[src/rtl/control_pkg.sv]
`default_nettype none
// ============================================================================
// Module      : control_pkg
// Description : Shared constants for the control unit: instruction opcodes,
//               ALU operation codes, FSM state encoding, instruction-class
//               enum and small decode helpers.
// Revision    : 1.0 - initial release
// ============================================================================
package control_pkg;

  // Instruction opcodes (IR[31:27])
  localparam logic [4:0] OP_ADD  = 5'b00011;
  localparam logic [4:0] OP_SUB  = 5'b00100;
  localparam logic [4:0] OP_AND  = 5'b00101;
  localparam logic [4:0] OP_OR   = 5'b00110;
  localparam logic [4:0] OP_ROR  = 5'b00111;
  localparam logic [4:0] OP_ROL  = 5'b01000;
  localparam logic [4:0] OP_SHR  = 5'b01001;
  localparam logic [4:0] OP_SHRA = 5'b01010;
  localparam logic [4:0] OP_SHL  = 5'b01011;
  localparam logic [4:0] OP_MUL  = 5'b01111;
  localparam logic [4:0] OP_DIV  = 5'b10000;
  localparam logic [4:0] OP_NEG  = 5'b10001;
  localparam logic [4:0] OP_NOT  = 5'b10010;
  localparam logic [4:0] OP_NOP  = 5'b11010;
  localparam logic [4:0] OP_HALT = 5'b11011;

  // ALU operation codes
  localparam logic [3:0] ALU_AND  = 4'h0;
  localparam logic [3:0] ALU_OR   = 4'h1;
  localparam logic [3:0] ALU_ADD  = 4'h2;
  localparam logic [3:0] ALU_SUB  = 4'h3;
  localparam logic [3:0] ALU_MUL  = 4'h4;
  localparam logic [3:0] ALU_DIV  = 4'h6;
  localparam logic [3:0] ALU_SHR  = 4'h7;
  localparam logic [3:0] ALU_SHRA = 4'h8;
  localparam logic [3:0] ALU_SHL  = 4'h9;
  localparam logic [3:0] ALU_ROR  = 4'hA;
  localparam logic [3:0] ALU_ROL  = 4'hB;
  localparam logic [3:0] ALU_NEG  = 4'hC;
  localparam logic [3:0] ALU_NOT  = 4'hD;

  // FSM state encoding
  localparam logic [3:0] S_RST  = 4'd0;
  localparam logic [3:0] S_T0   = 4'd1;
  localparam logic [3:0] S_T1   = 4'd2;
  localparam logic [3:0] S_T2   = 4'd3;
  localparam logic [3:0] S_T3   = 4'd4;
  localparam logic [3:0] S_T4   = 4'd5;
  localparam logic [3:0] S_T5   = 4'd6;
  localparam logic [3:0] S_T6   = 4'd7;
  localparam logic [3:0] S_HALT = 4'd8;

  // Execute-phase sequencing class of an instruction
  typedef enum logic [2:0] {
    CLS_NONE   = 3'd0,  // nop and undefined opcodes
    CLS_BINARY = 3'd1,
    CLS_UNARY  = 3'd2,
    CLS_MULDIV = 3'd3,
    CLS_HALT   = 3'd4
  } instr_class_e;

  function automatic instr_class_e classify(input logic [4:0] op);
    case (op)
      OP_ADD, OP_SUB, OP_AND, OP_OR, OP_ROR, OP_ROL,
      OP_SHR, OP_SHRA, OP_SHL: classify = CLS_BINARY;
      OP_NEG, OP_NOT:          classify = CLS_UNARY;
      OP_MUL, OP_DIV:          classify = CLS_MULDIV;
      OP_HALT:                 classify = CLS_HALT;
      OP_NOP:                  classify = CLS_NONE;
      default:                 classify = CLS_NONE;
    endcase
  endfunction

  function automatic logic [3:0] alu_code(input logic [4:0] op);
    case (op)
      OP_ADD:  alu_code = ALU_ADD;
      OP_SUB:  alu_code = ALU_SUB;
      OP_AND:  alu_code = ALU_AND;
      OP_OR:   alu_code = ALU_OR;
      OP_ROR:  alu_code = ALU_ROR;
      OP_ROL:  alu_code = ALU_ROL;
      OP_SHR:  alu_code = ALU_SHR;
      OP_SHRA: alu_code = ALU_SHRA;
      OP_SHL:  alu_code = ALU_SHL;
      OP_MUL:  alu_code = ALU_MUL;
      OP_DIV:  alu_code = ALU_DIV;
      OP_NEG:  alu_code = ALU_NEG;
      OP_NOT:  alu_code = ALU_NOT;
      default: alu_code = 4'h0;
    endcase
  endfunction

endpackage
`default_nettype wire

[src/rtl/reg_decode_4to16.sv]
`default_nettype none
// ============================================================================
// Module      : reg_decode_4to16
// Description : Enabled 4-to-16 one-hot decoder for GPR select lines.
//               Field value n selects bit n; all zeros when disabled.
// Ports       : en_i     - decode enable
//               sel_i    - 4-bit register number
//               onehot_o - one-hot select (at most one bit set)
// Revision    : 1.0 - initial release
// ============================================================================
module reg_decode_4to16 (
  input  logic        en_i,
  input  logic [3:0]  sel_i,
  output logic [15:0] onehot_o
);

  assign onehot_o = en_i ? (16'h0001 << sel_i) : 16'h0000;

endmodule
`default_nettype wire

[src/rtl/control_unit.sv]
`default_nettype none
// ============================================================================
// Module      : control_unit
// Description : Moore FSM sequencing fetch (T0-T2) and execute (T3-T6) of a
//               simple register-to-register datapath. Outputs decode from
//               the state register and IR only.
// Config      : MULDIV_EN - when defined, mul/div run a 4-step execute that
//               writes LO (T5) and HI (T6); otherwise mul/div behave as nop
//               and LOin/HIin/Zhighout are tied low.
// Ports       : Clock, Reset (sync, active high)
//               IR[31:0]   - opcode[31:27] Ra[26:23] Rb[22:19] Rc[18:15]
//               Stop       - halt request
//               PCout..HIin- datapath strobes
//               Rout/Rin   - one-hot GPR drive / load selects
//               ALUop      - ALU operation, qualified by Zin
//               Run        - low only in HALT
// Revision    : 1.0 - initial release
// ============================================================================
module control_unit
  import control_pkg::*;
(
  input  logic        Clock,
  input  logic        Reset,
  input  logic [31:0] IR,
  input  logic        Stop,
  output logic        PCout,
  output logic        Zlowout,
  output logic        Zhighout,
  output logic        MDRout,
  output logic        MARin,
  output logic        PCin,
  output logic        MDRin,
  output logic        IRin,
  output logic        Yin,
  output logic        Zin,
  output logic        IncPC,
  output logic        Read,
  output logic        LOin,
  output logic        HIin,
  output logic [15:0] Rout,
  output logic [15:0] Rin,
  output logic [3:0]  ALUop,
  output logic        Run
);

  logic [3:0]   state_q, state_d;
  logic         stop_q, stop_d;

  logic [4:0]   opcode;
  logic [3:0]   ra, rb, rc;
  instr_class_e cls_raw, cls;
  logic [3:0]   alu;

  logic         rout_en, rin_en, last;
  logic [3:0]   rout_sel;

  // Low IR bits carry no control information
  logic         unused_ir_bits;
  assign unused_ir_bits = ^IR[14:0];

  assign opcode  = IR[31:27];
  assign ra      = IR[26:23];
  assign rb      = IR[22:19];
  assign rc      = IR[18:15];
  assign cls_raw = classify(opcode);
  assign alu     = alu_code(opcode);

`ifdef MULDIV_EN
  assign cls = cls_raw;
`else
  // Without the multiplier/divider, mul/div retire as nop after T3
  assign cls = (cls_raw == CLS_MULDIV) ? CLS_NONE : cls_raw;
`endif

  always_comb begin
    state_d  = state_q;
    PCout    = 1'b0;
    Zlowout  = 1'b0;
    MDRout   = 1'b0;
    MARin    = 1'b0;
    PCin     = 1'b0;
    MDRin    = 1'b0;
    IRin     = 1'b0;
    Yin      = 1'b0;
    Zin      = 1'b0;
    IncPC    = 1'b0;
    Read     = 1'b0;
    ALUop    = 4'h0;
    rout_en  = 1'b0;
    rout_sel = rb;
    rin_en   = 1'b0;
    last     = 1'b0;
`ifdef MULDIV_EN
    Zhighout = 1'b0;
    LOin     = 1'b0;
    HIin     = 1'b0;
`endif

    case (state_q)
      S_RST: state_d = S_T0;
      S_T0: begin
        PCout   = 1'b1;
        MARin   = 1'b1;
        IncPC   = 1'b1;
        Zin     = 1'b1;
        state_d = S_T1;
      end
      S_T1: begin
        Zlowout = 1'b1;
        PCin    = 1'b1;
        Read    = 1'b1;
        MDRin   = 1'b1;
        state_d = S_T2;
      end
      S_T2: begin
        MDRout  = 1'b1;
        IRin    = 1'b1;
        state_d = S_T3;
      end
      S_T3: begin
        case (cls)
          CLS_BINARY, CLS_MULDIV: begin
            rout_en = 1'b1;
            Yin     = 1'b1;
            state_d = S_T4;
          end
          CLS_UNARY: begin
            rout_en = 1'b1;
            ALUop   = alu;
            Zin     = 1'b1;
            state_d = S_T4;
          end
          CLS_HALT: state_d = S_HALT;
          default:  last    = 1'b1;
        endcase
      end
      S_T4: begin
        case (cls)
          CLS_BINARY, CLS_MULDIV: begin
            rout_en  = 1'b1;
            rout_sel = rc;
            ALUop    = alu;
            Zin      = 1'b1;
            state_d  = S_T5;
          end
          CLS_UNARY: begin
            Zlowout = 1'b1;
            rin_en  = 1'b1;
            last    = 1'b1;
          end
          default: state_d = S_T0;
        endcase
      end
      S_T5: begin
        case (cls)
          CLS_BINARY: begin
            Zlowout = 1'b1;
            rin_en  = 1'b1;
            last    = 1'b1;
          end
`ifdef MULDIV_EN
          CLS_MULDIV: begin
            Zlowout = 1'b1;
            LOin    = 1'b1;
            state_d = S_T6;
          end
`endif
          default: state_d = S_T0;
        endcase
      end
      S_T6: begin
`ifdef MULDIV_EN
        Zhighout = 1'b1;
        HIin     = 1'b1;
        last     = 1'b1;
`else
        state_d  = S_T0;
`endif
      end
      S_HALT:  state_d = S_HALT;
      default: state_d = S_RST;
    endcase

    // A Stop seen anywhere during an instruction is held until that
    // instruction retires, so a short pulse before the final step still halts.
    if (last) begin
      state_d = (Stop || stop_q) ? S_HALT : S_T0;
    end
  end

  always_comb begin
    stop_d = stop_q;
    if (state_q >= S_T0 && state_q <= S_T6) begin
      stop_d = stop_q | Stop;
    end
    if (last) begin
      stop_d = 1'b0;
    end
  end

  always_ff @(posedge Clock) begin
    if (Reset) begin
      state_q <= S_RST;
      stop_q  <= 1'b0;
    end else begin
      state_q <= state_d;
      stop_q  <= stop_d;
    end
  end

`ifndef MULDIV_EN
  assign Zhighout = 1'b0;
  assign LOin     = 1'b0;
  assign HIin     = 1'b0;
`endif

  assign Run = (state_q != S_HALT);

  // Rin always targets Ra; Rout selects Rb or Rc depending on the step
  reg_decode_4to16 u_rout_dec (
    .en_i     (rout_en),
    .sel_i    (rout_sel),
    .onehot_o (Rout)
  );

  reg_decode_4to16 u_rin_dec (
    .en_i     (rin_en),
    .sel_i    (ra),
    .onehot_o (Rin)
  );

endmodule
`default_nettype wire
[config.mk]
export PLATFORM = sky130hd
export DESIGN_NAME = control_unit
export DESIGN_NICKNAME = d
export VERILOG_FILES = /design/src/rtl/control_pkg.sv /design/src/rtl/reg_decode_4to16.sv /design/src/rtl/control_unit.sv
export SDC_FILE = /design/constraint.sdc
export NUM_CORES = 1
export LEC_CHECK = 0
export ABC_CLOCK_PERIOD_IN_PS = 3550
export BUFFER_PORTS_ARGS = -buffer_cell sky130_fd_sc_hd__buf_2
export CORE_ASPECT_RATIO = 1.75
export CORE_MARGIN = 4
export CORE_UTILIZATION = 45
export CTS_BUF_LIST = sky130_fd_sc_hd__clkbuf_4
export CTS_CLUSTER_SIZE = 12
export DETAILED_ROUTE_END_ITERATION = 10
export PLACE_DENSITY_LB_ADDON = 0.1
export SLEW_MARGIN = 20
export SYNTH_ARGS = -nofsm -noshare
export SYNTH_HDL_FRONTEND = slang
export SYNTH_SLANG_ARGS = --single-unit
[constraint.sdc]
create_clock -name Clock -period 3.55 [get_ports Clock]
set_clock_uncertainty 0.2 [all_clocks]
set_input_delay 0.5325 -clock Clock [delete_from_list [all_inputs] [get_ports Clock]]
set_output_delay 0.5325 -clock Clock [all_outputs]
set_load 0.1 [all_outputs]
==> results.yml, run 1 <==
floorplan:
  die_h_um: 77.5
  num_rows: 25
  io_pins: 86
  die_w_um: 47.7
  start_util: 0.462
synth:
  synth-edff-count: 0
  yosysTopAreaCellShare: 0.141
  synth_top_area_cell: "nor3_1"
  yosysSeqAreaShare: 0.0805
  async_flop_share: 0
  avgSynthCellArea_um2: 6.91
  ys_warn_count: 0
  netlist-cell-type-count: 51
  synthCells: 180
  synth_top_flop_cell: "dfxtp_1"
  ys_ff_latch: 5
  synthesis.area_um2: 1240
  synth.area.top_cells: "nor3_1, dfxtp_1, ha_1, nor2_1, buf_4"
cts:
  root_buffer: "clkbuf_4"
  cts.sinks: 5
  h-tree-depth: 1
  numCtsBuffers: 3
  holdBufCountCts: 0
  clockBufferDepth: 2
status:
  lastStage: "5_1_grt"
  status: "stopped before the end"
  tool.error: "[ERROR GRT-0232] Routing congestion too high. Check the congestion heatmap in the GUI."
placed_design:
  port_buffers: 67
  gp_congestion: 0.841
  dp_hpwl_um: 4420
global_route:
  overflow: 89
  grt_usage: 0.746
  grt_start_max_net_pins: 17
timing:
  worst-ep-kind: "primary output"
  worst_endpoint: "Rout[11]"
## logic make-up after synthesis
logic type	count (synthesis)	share of synthesized area
flip-flops	5	0.0805
adder cells (fa/ha/maj)	7	0.0704
buffers and inverters	24	0.122
AND/OR/NAND/NOR	102	0.449
multiplexers	6	0.0563
other	1	0.00302
AO/OA/AOI/OAI	35	0.219
## routing by layer
metal | GRT usage | GRT overflow
met5 | 0.0182 | 0
met4 | 0.817 | 29
met3 | 0.462 | 0
met2 | 0.938 | 60
met1 | 0.734 | 0
## metrics by stage
stage | area, um2 | hold slack (ns) | instances | setup WS, ns
4_1_cts | 2560 | 0.319 | 269 | 0.0227
3_5_place_dp | 2470 | 0.313 | 263 | -0.165
3_3_place_gp | 2470 | 0.293 | 263 | -0.00106
2_1_floorplan | 1630 | 0.273 | 182 | -0.650
## cells in the mapped netlist (all sizes together), types with 3 or more instances
master,n
a21o,3
a21oi,10
and2,4
buf,13
clkbuf,4
dfxtp,5
ha,7
inv,7
mux2i,4
nand2,10
nand2b,7
nand3,4
nor2,17
nor2b,6
nor3,35
nor4,4
o21ai,5
or2,4
## timing repair
action | CTS
setup buffers | 2
setup endpoints to repair | 16
cloned | 0
resized for setup | 6
==> run 2: changes to the inputs <==
--- a/config.mk
+++ b/config.mk
@@ -7,13 +7,10 @@
 export LEC_CHECK = 0
 export ABC_CLOCK_PERIOD_IN_PS = 3550
 export BUFFER_PORTS_ARGS = -buffer_cell sky130_fd_sc_hd__buf_2
-export CORE_ASPECT_RATIO = 1.75
 export CORE_MARGIN = 4
-export CORE_UTILIZATION = 45
-export CTS_BUF_LIST = sky130_fd_sc_hd__clkbuf_4
-export CTS_CLUSTER_SIZE = 12
+export CORE_UTILIZATION = 30
 export DETAILED_ROUTE_END_ITERATION = 10
-export PLACE_DENSITY_LB_ADDON = 0.1
+export PLACE_DENSITY_LB_ADDON = 0.15
 export SLEW_MARGIN = 20
 export SYNTH_ARGS = -nofsm -noshare
 export SYNTH_HDL_FRONTEND = slang
==> results.yml, run 2 <==
synth:
  netlist-cell-type-count: 51
  synth-edff-count: 0
  synth.area.top_cells: "nor3_1, dfxtp_1, ha_1, nor2_1, buf_4"
  avgSynthCellArea_um2: 6.91
  synth_most_common_cell: "nor3_1"
  synthCells: 180
  synth_top_flop_cell: "dfxtp_1"
  synthTopCellsByCount: "nor3_1, nor2_1, a21oi_1, nand2_1, buf_4"
  yosysTopAreaCellShare: 0.141
  yosysSeqAreaShare: 0.0805
  ys_ff_latch: 5
  synth_top_area_cell: "nor3_1"
  async_flop_share: 0
  synthesis.area_um2: 1240
  ys_warn_count: 0
timing:
  timing.hold.ws_ns: 0.296
  slew_violations: 0
  finalCriticalPeriod_ns: 3.45
  worst_pin_slew_ns: 0.974
  fmax_mhz: 290
  tns_ns: 0
  worst_slack_ns: 0.0989
  final_hold_viol_count: 0
  rsz0062_at_grt: "yes"
  slew_headroom: 0.351
  final.period_utilization: 0.972
  setup_viol: 0
cts:
  cts.sinks: 5
  cts_setup_buffers: 0
  numCtsBuffers: 3
  h-tree-depth: 1
  root_buffer: "clkbuf_8"
  cts_resized: 1
  clkLatencyLatePin_ns: 0.22
  holdBufCountCts: 0
  path_clk_slew_ns: 0.03
  clockBufferDepth: 2
  cts_tree: "yes"
layout:
  area_growth_pct: 108
  fill_cells: 333
  fin_area_um2: 2590
  largest_reg_flops: 4
  utilization: 0.648
  nets: 286
  final_cell_mix: "buf_12, buf_2, nor3_4"
  num_antenna_cells: 0
  drive_above_1_share: 0.547
  regMostFlops: "state_q"
  reg_top3: "state_q (4), stop_q (1)"
  mostFrequentLayoutCell: "buf_12"
  regArea_um2: 100
  multi_input_area_um2: 1410
  fin_cells: 293
global_route:
  overflow: 0
  grt_usage: 0.170
  antenna_found_initial: 0
  grt_start_max_net_pins: 17
  grt_pass1_vias: 1487
  grt_pass1_wl_um: 7200
route:
  initialDrtViolationCount: 52
  vias_per_cell: 5.21
  vias: 1527
  postRouteAntennaNets: 0
  routed_wl_um: 4280
  avgRoutedWirePerCell_um: 14.6
  drtPass1Iterations: 4
  remaining_drc_errors: 0
floorplan:
  die_h_um: 72.4
  die_w_um: 72.4
  core_um2: 4000
  die_area_um2: 5240
  start_util: 0.311
  io_pins: 86
  num_rows: 23
setup_path:
  critPathMaxFanout: 8
  cp_data_required_time_ns: 2.82
  r2r_cells: 4
  cp.arrival_ns: 2.72
  critPathKind: "primary input to output port"
  cp-startpoint: "IR[28]"
  crit_path_end_kind: "output port"
  r2r_start: "state_q[1]$_SDFFE_PP0P_"
  cp-start-kind: "primary input"
power_and_ir_drop:
  p_leak_nw: 1.16
  power.total_mw: 0.448
  swShare: 0.541
  irDropWorstVdd_uv: 108
  combPwrFrac: 0.613
  clkPwrFrac: 0.236
  switching_power_mw: 0.242
  power_density_nw_per_um2: 173
  seqPwrFrac: 0.151
  intPower_mw: 0.206
flow_run:
  maxCapViolCount: 0
placed_design:
  dpl.cell_count: 289
  place_ws_ns: -0.109
  port_buffers: 67
  gp_congestion: 0.794
  dp_hpwl_um: 3510
  place_area_um2: 2520
hold_path:
  hold_class: "register to register"
  hp-start: "stop_q$_SDFFE_PP0P_"
  hold_depth: 2
status:
  status: "complete, no violations"
[run 2: cell counts after synthesis]
Identical to the previous run, type by type.
[run 2: worst paths after layout]
path	end	slack, ns
worst max-delay path	Rout[6]	0.1
worst min-delay path	stop_q$_SDFFE_PP0P_	0.30
worst max register to register	state_q[2]$_SDFFE_PP0P_	1.80
worst min register to register	stop_q$_SDFFE_PP0P_	0.30
[run 2: final cells by class]
type	instances	share of cell area
well taps	50	0.0241
flip-flops and latches	5	0.0386
inverters	7	0.0101
multi-input cells	153	0.546
repair buffers	74	0.364
clock buffers	4	0.0174
[run 2: kinds of logic (layout without fill, tap and decap cells)]
group                    Yosys count  after routing  synth area share
AO/OA/AOI/OAI                     35             35             0.219
adder cells (fa/ha/maj)            7              7            0.0704
buffers and inverters             24             85             0.122
flip-flops                         5              5            0.0805
multiplexers                       6              6            0.0563
other                              1              3           0.00302
AND/OR/NAND/NOR                  102            102             0.449
[run 2: per-layer routing]
| metal | vias to the layer above | wire length (um) | GRT usage |
|---|---|---|---|
| li1 | 776 | - | - |
| met1 | 697 | 1890 | 0.230 |
| met2 | 49 | 1980 | 0.268 |
| met3 | 5 | 359 | 0.0512 |
| met4 | 0 | 40 | 0.0369 |
| met5 | - | 0 | 0 |
[run 2: worst max-delay path, cell delays in order]
cell and delay (ns):
buf_2 0.14, inv_1 0.09, ha_1 0.21, nor4bb_1 0.14, nor2_1 0.26, nand3_1 0.21, a21oi_2 0.81, nor3_4 0.11
buf_12 0.21
[run 2: power by group through the flow]
stage / clock network, mW / registers, mW / logic, mW
6_report: 0.105 / 0.0677 / 0.275
5_1_grt: 0.111 / 0.0688 / 0.292
4_1_cts: 0.107 / 0.0677 / 0.274
3_5_place_dp: 0 / 0.0683 / 0.272
3_3_place_gp: 0 / 0.0685 / 0.270
2_1_floorplan: 0 / 0.0642 / 0.228
Note: power is estimated with default switching activity, not from simulation.
==> run 3: changes to the inputs <==
--- a/config.mk
+++ b/config.mk
@@ -5,10 +5,12 @@
 export SDC_FILE = /design/constraint.sdc
 export NUM_CORES = 1
 export LEC_CHECK = 0
+export ABC_AREA = 1
 export ABC_CLOCK_PERIOD_IN_PS = 3550
 export BUFFER_PORTS_ARGS = -buffer_cell sky130_fd_sc_hd__buf_2
 export CORE_MARGIN = 4
 export CORE_UTILIZATION = 30
+export CTS_CLUSTER_SIZE = 20
 export DETAILED_ROUTE_END_ITERATION = 10
 export PLACE_DENSITY_LB_ADDON = 0.15
 export SLEW_MARGIN = 20
==> results.yml, run 3 <==
status:
  status: "complete, no violations"
synth:
  synth-edff-count: 0
  synth_top_area_cell: "nand2_1"
  ys_ff_latch: 5
  synth.area.top_cells: "nand2_1, nor2_1, nand3_1, dfxtp_1, ha_1"
  yosysSeqAreaShare: 0.0881
  netlist-cell-type-count: 29
  synth_top_flop_cell: "dfxtp_1"
  synth_most_common_cell: "nand2_1"
  yosysTopAreaCellShare: 0.126
  synthesis.area_um2: 1140
  avgSynthCellArea_um2: 5.68
  synthTopCellsByCount: "nand2_1, nor2_1, nand3_1, inv_1, nor2_2"
  ys_warn_count: 0
  async_flop_share: 0
  synthCells: 200
route:
  wl_met2_um: 1380
  remaining_drc_errors: 0
  wl_met3_um: 240
  top_layer_used: "met4"
  wl_met1_um: 1390
  avgRoutedWirePerCell_um: 9.75
  postRouteAntennaNets: 0
  drtPass1Iterations: 4
  initialDrtViolationCount: 35
  vias: 1358
  vias_per_cell: 4.37
  routed_wl_um: 3030
timing:
  fmax_mhz: 316
  worst_slack_ns: 0.389
  setup_viol: 0
  final_hold_viol_count: 0
  slew_violations: 0
  rsz0062_at_grt: "no"
  tns_ns: 0
  final.period_utilization: 0.890
  finalCriticalPeriod_ns: 3.16
cts:
  clockBufferDepth: 2
  clkLatencyLatePin_ns: 0.22
  cts.sinks: 5
  path_clk_slew_ns: 0.03
  cts_resized: 0
  numCtsBuffers: 3
  root_buffer: "clkbuf_8"
  h-tree-depth: 1
  cts_setup_buffers: 0
  cts_tree: "yes"
  holdBufCountCts: 0
placed_design:
  place_ws_ns: 0.357
  port_buffers: 67
  dp_hpwl_um: 2630
  place_area_um2: 1470
  gp_congestion: 0.778
layout:
  area_growth_pct: 33.5
  num_antenna_cells: 0
  drive_above_1_share: 0.403
  largest_reg_flops: 4
  final_cell_mix: "buf_2, nand2_1, nor2_1"
  regMostFlops: "state_q"
  fin_area_um2: 1520
  fill_cells: 418
  mostFrequentLayoutCell: "buf_2"
  nets: 306
  reg_top3: "state_q (4), stop_q (1)"
global_route:
  grt_pass1_vias: 1251
  overflow: 0
  grt_start_max_net_pins: 13
  grt_pass1_wl_um: 5230
  antenna_found_initial: 0
  grt_usage: 0.123
setup_path:
  r2r_end: "state_q[0]$_SDFFE_PP0P_"
  crit_slowest_cell: "buf_2"
  critical_path.max_stage_delay_ns: 0.43
  crit_path_end_kind: "output port"
  critPathKind: "primary input to output port"
  cp-start-kind: "primary input"
  cp_data_required_time_ns: 2.82
  critPathMaxFanout: 12
  r2r_cells: 10
  r2r_start: "state_q[3]$_SDFFE_PP0P_"
  r2r_setup_slack_ns: 1.93
  crit_chain: "buf_2, inv_1, ha_1, nand2_1, nand2_2, nand2_4, nor2_4, nand2_2, nand2_1, o211ai_2, nor2_1, buf_2"
  cp.arrival_ns: 2.43
power_and_ir_drop:
  irDropWorstVdd_uv: 335
  power_density_nw_per_um2: 291
  p_leak_nw: 0.851
  power.total_mw: 0.441
floorplan:
  start_util: 0.310
  die_w_um: 69.5
  die_h_um: 69.5
  core_um2: 3660
  io_pins: 86
  die_area_um2: 4840
  num_rows: 22
hold_path:
  hold_depth: 2
  hp-start: "Reset"
  holdPathEnd: "state_q[3]$_SDFFE_PP0P_"
  hold_class: "primary input to register"
flow_run:
  maxCapViolCount: 0
==> run 3: cell count changes after synthesis, moves of 7 or more <==
cell      before  now
nor3_1        35    4
nor2_1        17   37
nand2b_1       7    0
inv_1          7   23
nand3_1        4   24
nand2_1       10   38
nor2_2         0    9
==> run 3: final cells by class <==
cell class	instances	area, um2	area share
timing repair buffer	67	335	0.221
tap	48	60.1	0.0396
inverter	29	109	0.0718
sequential	5	100	0.0660
clock buffer	4	45.0	0.0297
multi-input combinational	158	867	0.572
==> run 3: cell families (layout without fill, tap and decap cells) <==
| logic type | count (synthesis) | after routing | share of synthesized area |
|---|---|---|---|
| flip-flops | 5 | 5 | 0.0881 |
| buffers and inverters | 39 | 100 | 0.168 |
| AND/OR/NAND/NOR | 129 | 129 | 0.546 |
| other | 1 | 3 | 0.00330 |
| AO/OA/AOI/OAI | 19 | 19 | 0.117 |
| adder cells (fa/ha/maj) | 7 | 7 | 0.0771 |
==> run 3: through the flow <==
stage | cells | utilization | hold WS [ns]
CTS | 311 | 0.414 | 0.341
global route | 311 | 0.414 | 0.355
floorplan | 202 | - | 0.310
finish | 311 | 0.414 | 0.337
detailed placement | 307 | 0.402 | 0.336
global placement | 307 | 0.402 | 0.337
==> run 3: power breakdown <==
group	leakage (nW)	total, mW	internal, mW	switching, mW
Sequential	0.0411	0.0688	0.0627	0.00615
Clock	0.0228	0.103	0.0769	0.0258
Combinational	0.787	0.269	0.0505	0.219
==> run 3: how the worst max path moves through the flow <==
stage	start	end	slack [ns]	depth (start not counted)
after CTS	IR[28]	Rout[11]	0.36	12
after global placement	IR[28]	Rout[13]	0.39	12
after global routing	IR[28]	Rout[9]	0.14	12
after floorplan	IR[28]	ALUop[0]	-0.07	11
final	IR[28]	Rout[11]	0.39	12
after detailed placement	IR[28]	Rout[11]	0.36	12
==> run 3: per-layer routing <==
layer	global-route usage	vias up
met5	0	-
met4	0.0325	0
met3	0.0217	4
met2	0.217	46
met1	0.154	564
li1	-	744
==> run 3: worst max-delay path: cells and delay by family <==
family	cells	cell delay (ns)
AOI/OAI and AO/OA	1	0.19
buffers and inverters	3	0.68
adders and majority gates	1	0.16
and+or+nand+nor	7	0.84
